## config.mk

```make
export PLATFORM = sky130hd
export DESIGN_NAME = kws_decision
export DESIGN_NICKNAME = d
export VERILOG_FILES = /design/src/rtl/kws_decision.sv
export SDC_FILE = /design/constraint.sdc
export NUM_CORES = 1
export LEC_CHECK = 0
export CAP_MARGIN = 20
export CORE_ASPECT_RATIO = 1.25
export CORE_UTILIZATION = 48
export CTS_BUF_LIST = sky130_fd_sc_hd__clkbuf_2
export CTS_CLUSTER_DIAMETER = 120
export CTS_CLUSTER_SIZE = 16
export DETAILED_ROUTE_END_ITERATION = 7
export GPL_ROUTABILITY_DRIVEN = 0
export PLACE_DENSITY_LB_ADDON = 0.3
export SLEW_MARGIN = 20
export SYNTH_ARGS = -nofsm -noshare
export SYNTH_HDL_FRONTEND = slang
export SYNTH_SLANG_ARGS = --single-unit
export TNS_END_PERCENT = 20
```

## constraint.sdc

```tcl
create_clock -name clk -period 28.4 [get_ports clk]
set_input_delay 5.68 -clock clk [delete_from_list [all_inputs] [get_ports clk]]
set_output_delay 5.68 -clock clk [all_outputs]
set_load 0.005 [all_outputs]
```

## src/rtl/kws_decision.sv

```systemverilog
// Post-classifier decision stage for the keyword-spotting path. It smooths per-keyword
// hits over a sliding frame window, thresholds the winner and applies a refractory hold-off.
module kws_decision #(
  parameter int NUM_KEYWORDS = 10,
  parameter int WINDOW       = 8,
  parameter int HOLDOFF      = 16,
  parameter int IDX_W        = $clog2(NUM_KEYWORDS),
  parameter int CNT_W        = $clog2(WINDOW + 1)
) (
  input  logic                    clk,
  input  logic                    rst,
  input  logic                    enable,
  input  logic [NUM_KEYWORDS-1:0] kws_result,
  input  logic                    kws_valid,
  input  logic [CNT_W-1:0]        threshold,
  output logic                    det_valid,
  output logic [IDX_W-1:0]        det_index,
  output logic [CNT_W-1:0]        det_score,
  output logic                    holdoff_active
);

  localparam int HO_W = $clog2(HOLDOFF + 1);

  localparam logic [0:0] ST_ARMED   = 1'b0;
  localparam logic [0:0] ST_HOLDOFF = 1'b1;

  localparam logic [CNT_W-1:0] CNT_ZERO = {CNT_W{1'b0}};
  localparam logic [CNT_W-1:0] CNT_ONE  = CNT_W'(1);
  localparam logic [HO_W-1:0]  HO_ZERO  = {HO_W{1'b0}};
  localparam logic [HO_W-1:0]  HO_ONE   = HO_W'(1);
  localparam logic [HO_W-1:0]  HO_LOAD  = HO_W'(HOLDOFF);

  logic [WINDOW-1:0] hist_r     [NUM_KEYWORDS];
  logic [CNT_W-1:0]  cnt_r      [NUM_KEYWORDS];
  logic [WINDOW-1:0] hist_nxt_s [NUM_KEYWORDS];
  logic [CNT_W-1:0]  cnt_nxt_s  [NUM_KEYWORDS];

  logic [0:0]        state_r;
  logic [HO_W-1:0]   ho_cnt_r;
  logic              det_valid_r;
  logic [IDX_W-1:0]  det_index_r;
  logic [CNT_W-1:0]  det_score_r;
  logic              holdoff_r;

  logic [CNT_W-1:0]  best_cnt_s;
  logic [IDX_W-1:0]  best_idx_s;
  logic [CNT_W-1:0]  thr_eff_s;
  logic              hit_s;
  logic              clear_s;
  logic              fire_s;

  // Next history and incremental window count per keyword (current frame included).
  always_comb begin
    for (int k = 0; k < NUM_KEYWORDS; k++) begin
      hist_nxt_s[k] = {hist_r[k][WINDOW-2:0], kws_result[k]};
      cnt_nxt_s[k]  = cnt_r[k] + CNT_W'(kws_result[k]) - CNT_W'(hist_r[k][WINDOW-1]);
    end
  end

  // Winner search: strict greater-than keeps the lowest index on ties.
  always_comb begin
    best_cnt_s = cnt_nxt_s[0];
    best_idx_s = {IDX_W{1'b0}};
    for (int k = 1; k < NUM_KEYWORDS; k++) begin
      if (cnt_nxt_s[k] > best_cnt_s) begin
        best_cnt_s = cnt_nxt_s[k];
        best_idx_s = IDX_W'(k);
      end else begin
        best_cnt_s = best_cnt_s;
        best_idx_s = best_idx_s;
      end
    end
  end

  // Effective threshold (zero behaves as one) and detection qualification.
  always_comb begin
    if (threshold == CNT_ZERO) begin
      thr_eff_s = CNT_ONE;
    end else begin
      thr_eff_s = threshold;
    end
    hit_s   = (best_cnt_s >= thr_eff_s);
    clear_s = rst | ~enable;
    fire_s  = kws_valid & (state_r == ST_ARMED) & hit_s;
  end

  // Histories, counts, hold-off FSM and registered detection outputs.
  always_ff @(posedge clk) begin
    if (clear_s) begin
      for (int k = 0; k < NUM_KEYWORDS; k++) begin
        hist_r[k] <= {WINDOW{1'b0}};
        cnt_r[k]  <= CNT_ZERO;
      end
      state_r     <= ST_ARMED;
      ho_cnt_r    <= HO_ZERO;
      det_valid_r <= 1'b0;
      det_index_r <= {IDX_W{1'b0}};
      det_score_r <= CNT_ZERO;
      holdoff_r   <= 1'b0;
    end else begin
      det_valid_r <= fire_s;
      if (kws_valid) begin
        case (state_r)
          ST_ARMED: begin
            if (hit_s) begin
              // The detecting frame is consumed, not carried into the next window.
              for (int k = 0; k < NUM_KEYWORDS; k++) begin
                hist_r[k] <= {WINDOW{1'b0}};
                cnt_r[k]  <= CNT_ZERO;
              end
              det_index_r <= best_idx_s;
              det_score_r <= best_cnt_s;
              ho_cnt_r    <= HO_LOAD;
              state_r     <= ST_HOLDOFF;
              holdoff_r   <= 1'b1;
            end else begin
              for (int k = 0; k < NUM_KEYWORDS; k++) begin
                hist_r[k] <= hist_nxt_s[k];
                cnt_r[k]  <= cnt_nxt_s[k];
              end
            end
          end
          ST_HOLDOFF: begin
            for (int k = 0; k < NUM_KEYWORDS; k++) begin
              hist_r[k] <= hist_nxt_s[k];
              cnt_r[k]  <= cnt_nxt_s[k];
            end
            ho_cnt_r <= ho_cnt_r - HO_ONE;
            if (ho_cnt_r == HO_ONE) begin
              state_r   <= ST_ARMED;
              holdoff_r <= 1'b0;
            end else begin
              state_r   <= ST_HOLDOFF;
              holdoff_r <= 1'b1;
            end
          end
          default: begin
            state_r   <= ST_ARMED;
            ho_cnt_r  <= HO_ZERO;
            holdoff_r <= 1'b0;
          end
        endcase
      end
    end
  end

  assign det_valid      = det_valid_r;
  assign det_index      = det_index_r;
  assign det_score      = det_score_r;
  assign holdoff_active = holdoff_r;

endmodule

```

==> results.sh, run 1 <==
export IMPL_status="completed"
export IMPL_synth_cell_type_count=79
export IMPL_arrival_ps=24610
export IMPL_crit_path_end_kind="flip-flop"
export IMPL_critPathKind="primary input to flip-flop"
export IMPL_first_iter_violations=277
export IMPL_clkSlewWorstSetupHoldPaths_ps=220
export IMPL_antenna_found_initial=1
export IMPL_root_buffer="clkbuf_2"
export IMPL_startpoint_type="primary input"
export IMPL_area_delta_synth_final_pct=8.80
export IMPL_finalWorstSetupSlack_ps=4370
export IMPL_synth_edf_count=120
export IMPL_final_hold_violation_count=0
export IMPL_wl_mm=16.1
export IMPL_core_area_mm2=0.0170
export IMPL_grt_use_total=0.195
export IMPL_clock_latency_ps=740
export IMPL_drtAntennaViolNets=0
export IMPL_path_common_cell="ha_1"
export IMPL_synth_cells=782
export IMPL_layout_drive_gt1_share=0.0822
export IMPL_cp_slowest_stage_delay_ps=800
export IMPL_finalCritPeriodShare=0.846
export IMPL_ctsHoldBuffers=0
export IMPL_ys_ff_latch=136
export IMPL_grt_max_degree=72
export IMPL_dr_pass1_iters=6
export IMPL_cts_setup_buffers=0
export IMPL_cts_buffer_depth=2
export IMPL_route_vias_total=5742
export IMPL_start_util=0.495
export IMPL_cts_resized=0
export IMPL_pin_count=28
export IMPL_drv_slew=0
export IMPL_syn_nets=875
export IMPL_dieArea_mm2=0.0181
export IMPL_cap_violations=0
export IMPL_critPathMaxFanout=30
export IMPL_cts_max_level=4
export IMPL_ys_flop_type="edfxtp_1"
export IMPL_drc=0
export IMPL_die_x_um=120
export IMPL_detail_route_wl_per_cell_um=15.3
export IMPL_timing_hold_ws_ps=496
export IMPL_cts_sinks=136
export IMPL_finalCriticalPeriod_ps=24030
export IMPL_setup_viol=0
export IMPL_cp_data_required_time_ps=28980
export IMPL_seq_area_frac_synth=0.467
export IMPL_clock_fmax_mhz=41.6
export IMPL_io_buffers=27
export IMPL_syn_avg_cell_area_um2=10.8
export IMPL_worst_pin_slew_ps=894
export IMPL_cts_tree="done"
export IMPL_dieHeight_um=150
export IMPL_synthArstFlopShare=0
export IMPL_synth_warnings=0
export IMPL_post_dp_hpwl_mm=11.3
export IMPL_place_ws_ps=3940
export IMPL_grt_pass1_vias=5929
export IMPL_synth_area_leaders="edfxtp_1 43%, ha_1 9.7%, and2_1 7.3%, inv_1 4.0%, dfxtp_1 3.8%"
export IMPL_nets=907
export IMPL_numCtsBuffers=17
export IMPL_rsz0062_at_grt="false"
export IMPL_worst_path_max_delay_cell="or3b_2"
export IMPL_yosys_area_top_type_share=0.429
export IMPL_via_per_inst=5.48
export IMPL_yosys_area_top_type="edfxtp_1"
export IMPL_final_setup_tns_ps=0
export IMPL_hold_class="flip-flop to flip-flop"
export IMPL_skew_ps=41.1
export IMPL_netlist_area_mm2=0.00841
export IMPL_slew_headroom=0.404
export IMPL_grt_pass1_wl_mm=27.6
export IMPL_overflow=0
export IMPL_rows=53
[registers in the layout, indices dropped and copies added (netlist names)]
signal,cells
state_r,1
ho_cnt_r,5
det_valid,1
hist_r,80
det_index,4
holdoff_active,1
det_score,4
cnt_r,40
[cell type report]
cell class                 instances  area [um2]
fill                            1518        7830
multi-input combinational        540        4090
clock inverter                    15         141
antenna                            1        2.50
sequential                       136        3920
clock buffer                      17        85.1
tap                              220         275
inverter                          89         334
timing repair buffer              30         293
[worst paths after layout]
kind              depth (start not counted)          start      endpoint  slack [ps]
setup / recovery                         73  kws_result[1]   cnt_r[0][3]        4370
hold / removal                            2   det_index[2]  det_index[2]         500
setup reg to reg                         74   hist_r[1][7]   cnt_r[0][3]        9040
hold reg to reg                           2   det_index[2]  det_index[2]         500
[Yosys cell counts (3+ instances only)]
cell type and n:
nand2b_1 8, nor3_1 13, a32oi_1 4, clkbuf_1 15, and3_1 3, xor2_1 17, a21o_1 12, mux2_2 8
edfxtp_1 120, nor2_1 60, o21ai_0 24, mux2i_1 6, o21a_1 4, nand2_1 30, a22oi_1 6, dfxtp_1 16
nor2b_1 5, o31ai_1 4, xnor2_1 27, fa_1 10, ha_1 65, or2_2 5, inv_1 89, a311o_1 3
o211ai_1 6, maj3_1 5, a21oi_1 32, a31oi_1 6, and2_1 98, a211oi_1 7, nand3_1 12, o21ai_1 4
[stage by stage]
stage | utilization | cell area, um2 | cells
6_report | 0.539 | 9150 | 1048
5_1_grt | 0.539 | 9150 | 1048
4_1_cts | 0.539 | 9140 | 1047
3_5_place_dp | 0.525 | 8920 | 1015
3_3_place_gp | 0.525 | 8920 | 1015
2_1_floorplan | - | 8410 | 782
[layout by cell type (no fill, tap or decap), drive strengths merged, types with 13 or more instances in the layout]
cell	instances
inv	96
a21oi	33
nand2	30
edfxtp	120
ha	65
nor3	13
o21ai	29
dfxtp	16
clkbuf	17
clkdlybuf4s50	27
xor2	18
nor2	60
xnor2	27
and2	98
[kinds of logic after synthesis]
logic type,synth area share
multiplexers,0.0208
buffers and inverters,0.0475
flip-flops,0.467
AO/OA/AOI/OAI,0.125
adder cells (fa/ha/maj),0.128
XOR/XNOR,0.0478
AND/OR/NAND/NOR,0.164
[routing by layer]
layer  routed length (um)  global-route usage
met1                 7190               0.239
met2                 7880               0.326
met4                  348              0.0809
met3                  661              0.0499
met5                    0                   0
[critical path: cells and delay by family]
family,cells,cell delay (ps)
AO/OA/AOI/OAI,22,5540
adder cells (fa/ha/maj),16,5380
buffers and inverters,4,670
multiplexers,6,1980
AND/OR/NAND/NOR,25,5290
Power of run 1 is left out: the tool's default activity adds up to more than one toggle a clock period on the data nets, which glitch-free logic cannot reach.
==> run 2, diff against run 1 <==
clock period = 21.6 ns   (was 28.4 ns; I/O delays follow)
==> run 2 against run 1 <==
Effect of this change:
- sequential share of layout area is 0.72 points lower
- clock skew is 1.7 ps higher
- die area stayed put
- non-clock buffer count is 10 higher
- register-to-register slack worse by 4800 ps
- first-iteration DRC count is 3.2% lower
- setup slack worse by 3500 ps
- core utilization is 0.92 points higher
- final cell count is 1.0% higher
- global-route usage hardly changed
- count of clock-buffer cells in the layout is 1 higher
- highest routed layer unchanged
==> results.sh, run 2 (synthesis results as in run 1) <==
export IMPL_drc=0
export IMPL_dieArea_mm2=0.0181
export IMPL_top_register="hist_r"
export IMPL_cts_sinks=136
export IMPL_finalCriticalPeriod_ps=20750
export IMPL_arrival_ps=21330
export IMPL_grt_pass1_vias=5944
export IMPL_cp_data_required_time_ps=22180
export IMPL_start_util=0.495
export IMPL_via_per_inst=5.52
export IMPL_pin_count=28
export IMPL_crit_path_end_kind="flip-flop"
export IMPL_grt_pass1_wl_mm=27.6
export IMPL_skew_ps=42.8
export IMPL_overflow=0
export IMPL_cts_tree="done"
export IMPL_rows=53
export IMPL_worst_path_max_delay_cell="or3b_2"
export IMPL_cp_slowest_stage_delay_ps=620
export IMPL_place_ws_ps=-439
export IMPL_dr_pass1_iters=5
export IMPL_drtAntennaViolNets=0
export IMPL_finalWorstSetupSlack_ps=846
export IMPL_fill_cells=1520
export IMPL_grt_use_total=0.194
export IMPL_path_common_cell="ha_1"
export IMPL_numCtsBuffers=17
export IMPL_status="completed"
export IMPL_layout_common_cells="120 x edfxtp_1, 98 x and2_1, 89 x inv_1, 65 x ha_1, 59 x nor2_1"
export IMPL_largest_reg_flops=80
export IMPL_critPathMaxFanout=13
export IMPL_ctsHoldBuffers=0
export IMPL_slew_headroom=0.369
export IMPL_io_buffers=27
export IMPL_placed_area_mm2=0.00896
export IMPL_root_buffer="clkbuf_2"
export IMPL_nets=919
export IMPL_clkSlewWorstSetupHoldPaths_ps=200
export IMPL_cap_violations=0
export IMPL_path_delay_family="simple AND/OR/NAND/NOR gates"
export IMPL_cts_buffer_depth=2
export IMPL_timing_hold_ws_ps=504
export IMPL_hold_class="flip-flop to flip-flop"
export IMPL_design_area_mm2=0.00930
export IMPL_worst_pin_slew_ps=946
export IMPL_setup_viol=0
export IMPL_final_hold_violation_count=0
export IMPL_core_area_mm2=0.0170
export IMPL_critPathKind="primary input to flip-flop"
export IMPL_clock_latency_ps=730
export IMPL_drv_slew=0
export IMPL_first_iter_violations=268
export IMPL_detail_route_wl_per_cell_um=16.2
export IMPL_mostFrequentLayoutCell="edfxtp_1"
export IMPL_clock_fmax_mhz=48.2
export IMPL_cts_max_level=4
export IMPL_post_dp_hpwl_mm=11.5
export IMPL_largestRegisters="hist_r x80, cnt_r x40, ho_cnt_r x5"
export IMPL_cp_num_buf_inv=8
export IMPL_antenna_found_initial=1
export IMPL_layout_drive_gt1_share=0.104
export IMPL_route_vias_total=5842
export IMPL_grt_max_degree=67
export IMPL_die_x_um=120
export IMPL_wl_mm=17.2
export IMPL_dieHeight_um=150
export IMPL_startpoint_type="primary input"
export IMPL_area_delta_synth_final_pct=10.7
export IMPL_finalCritPeriodShare=0.961
==> run 2: worst reg2reg max path: cells and delay by family (launching register included) <==
kind	cells	cell delay [ps]
compound gates	22	4310
fa+ha+maj	16	4990
buf+inv	9	1030
flops	1	420
mux	6	1640
simple gates	28	4850
==> run 2: repair_timing <==
item | 4_1_cts | 5_1_grt
endpoints found under the setup margin | 0 | 135
resized for setup | 0 | 18
buffers inserted | 0 | 3
==> run 2: layout make-up <==
class	count	area, um2	share of cell area
inverter	89	334	0.0359
tap	220	275	0.0296
clock buffer	18	90.1	0.00968
sequential	136	3920	0.422
clock inverter	13	121	0.0130
multi-input combinational	542	4150	0.447
timing repair buffer	40	402	0.0432
antenna	1	2.50	0.000269
==> run 2: stage by stage <==
| stage | setup TNS, ps | cells | utilization |
|---|---|---|---|
| global placement | 0 | 1021 | 0.528 |
| floorplan | 0 | 782 | - |
| global route | -43.8 | 1059 | 0.548 |
| detailed placement | -29170 | 1021 | 0.528 |
| CTS | 0 | 1052 | 0.540 |
| finish | 0 | 1059 | 0.548 |
==> run 2: final timing paths <==
path / start / endpoint / slack (ps) / cells past startpoint
max: kws_result[1] / cnt_r[1][3] / 850 / 79
min: det_index[2] / det_index[2] / 500 / 2
max reg2reg: cnt_r[1][0] / cnt_r[1][3] / 4210 / 81
min reg2reg: det_index[2] / det_index[2] / 500 / 2
==> run 2: routing by layer <==
layer,global-route usage,share of wire,up-vias
li1,-,-,2857
met1,0.226,0.45,2815
met2,0.343,0.49,135
met3,0.0347,0.037,35
met4,0.0957,0.024,0
met5,0,0,-
Power of run 2 is left out for the same reason.
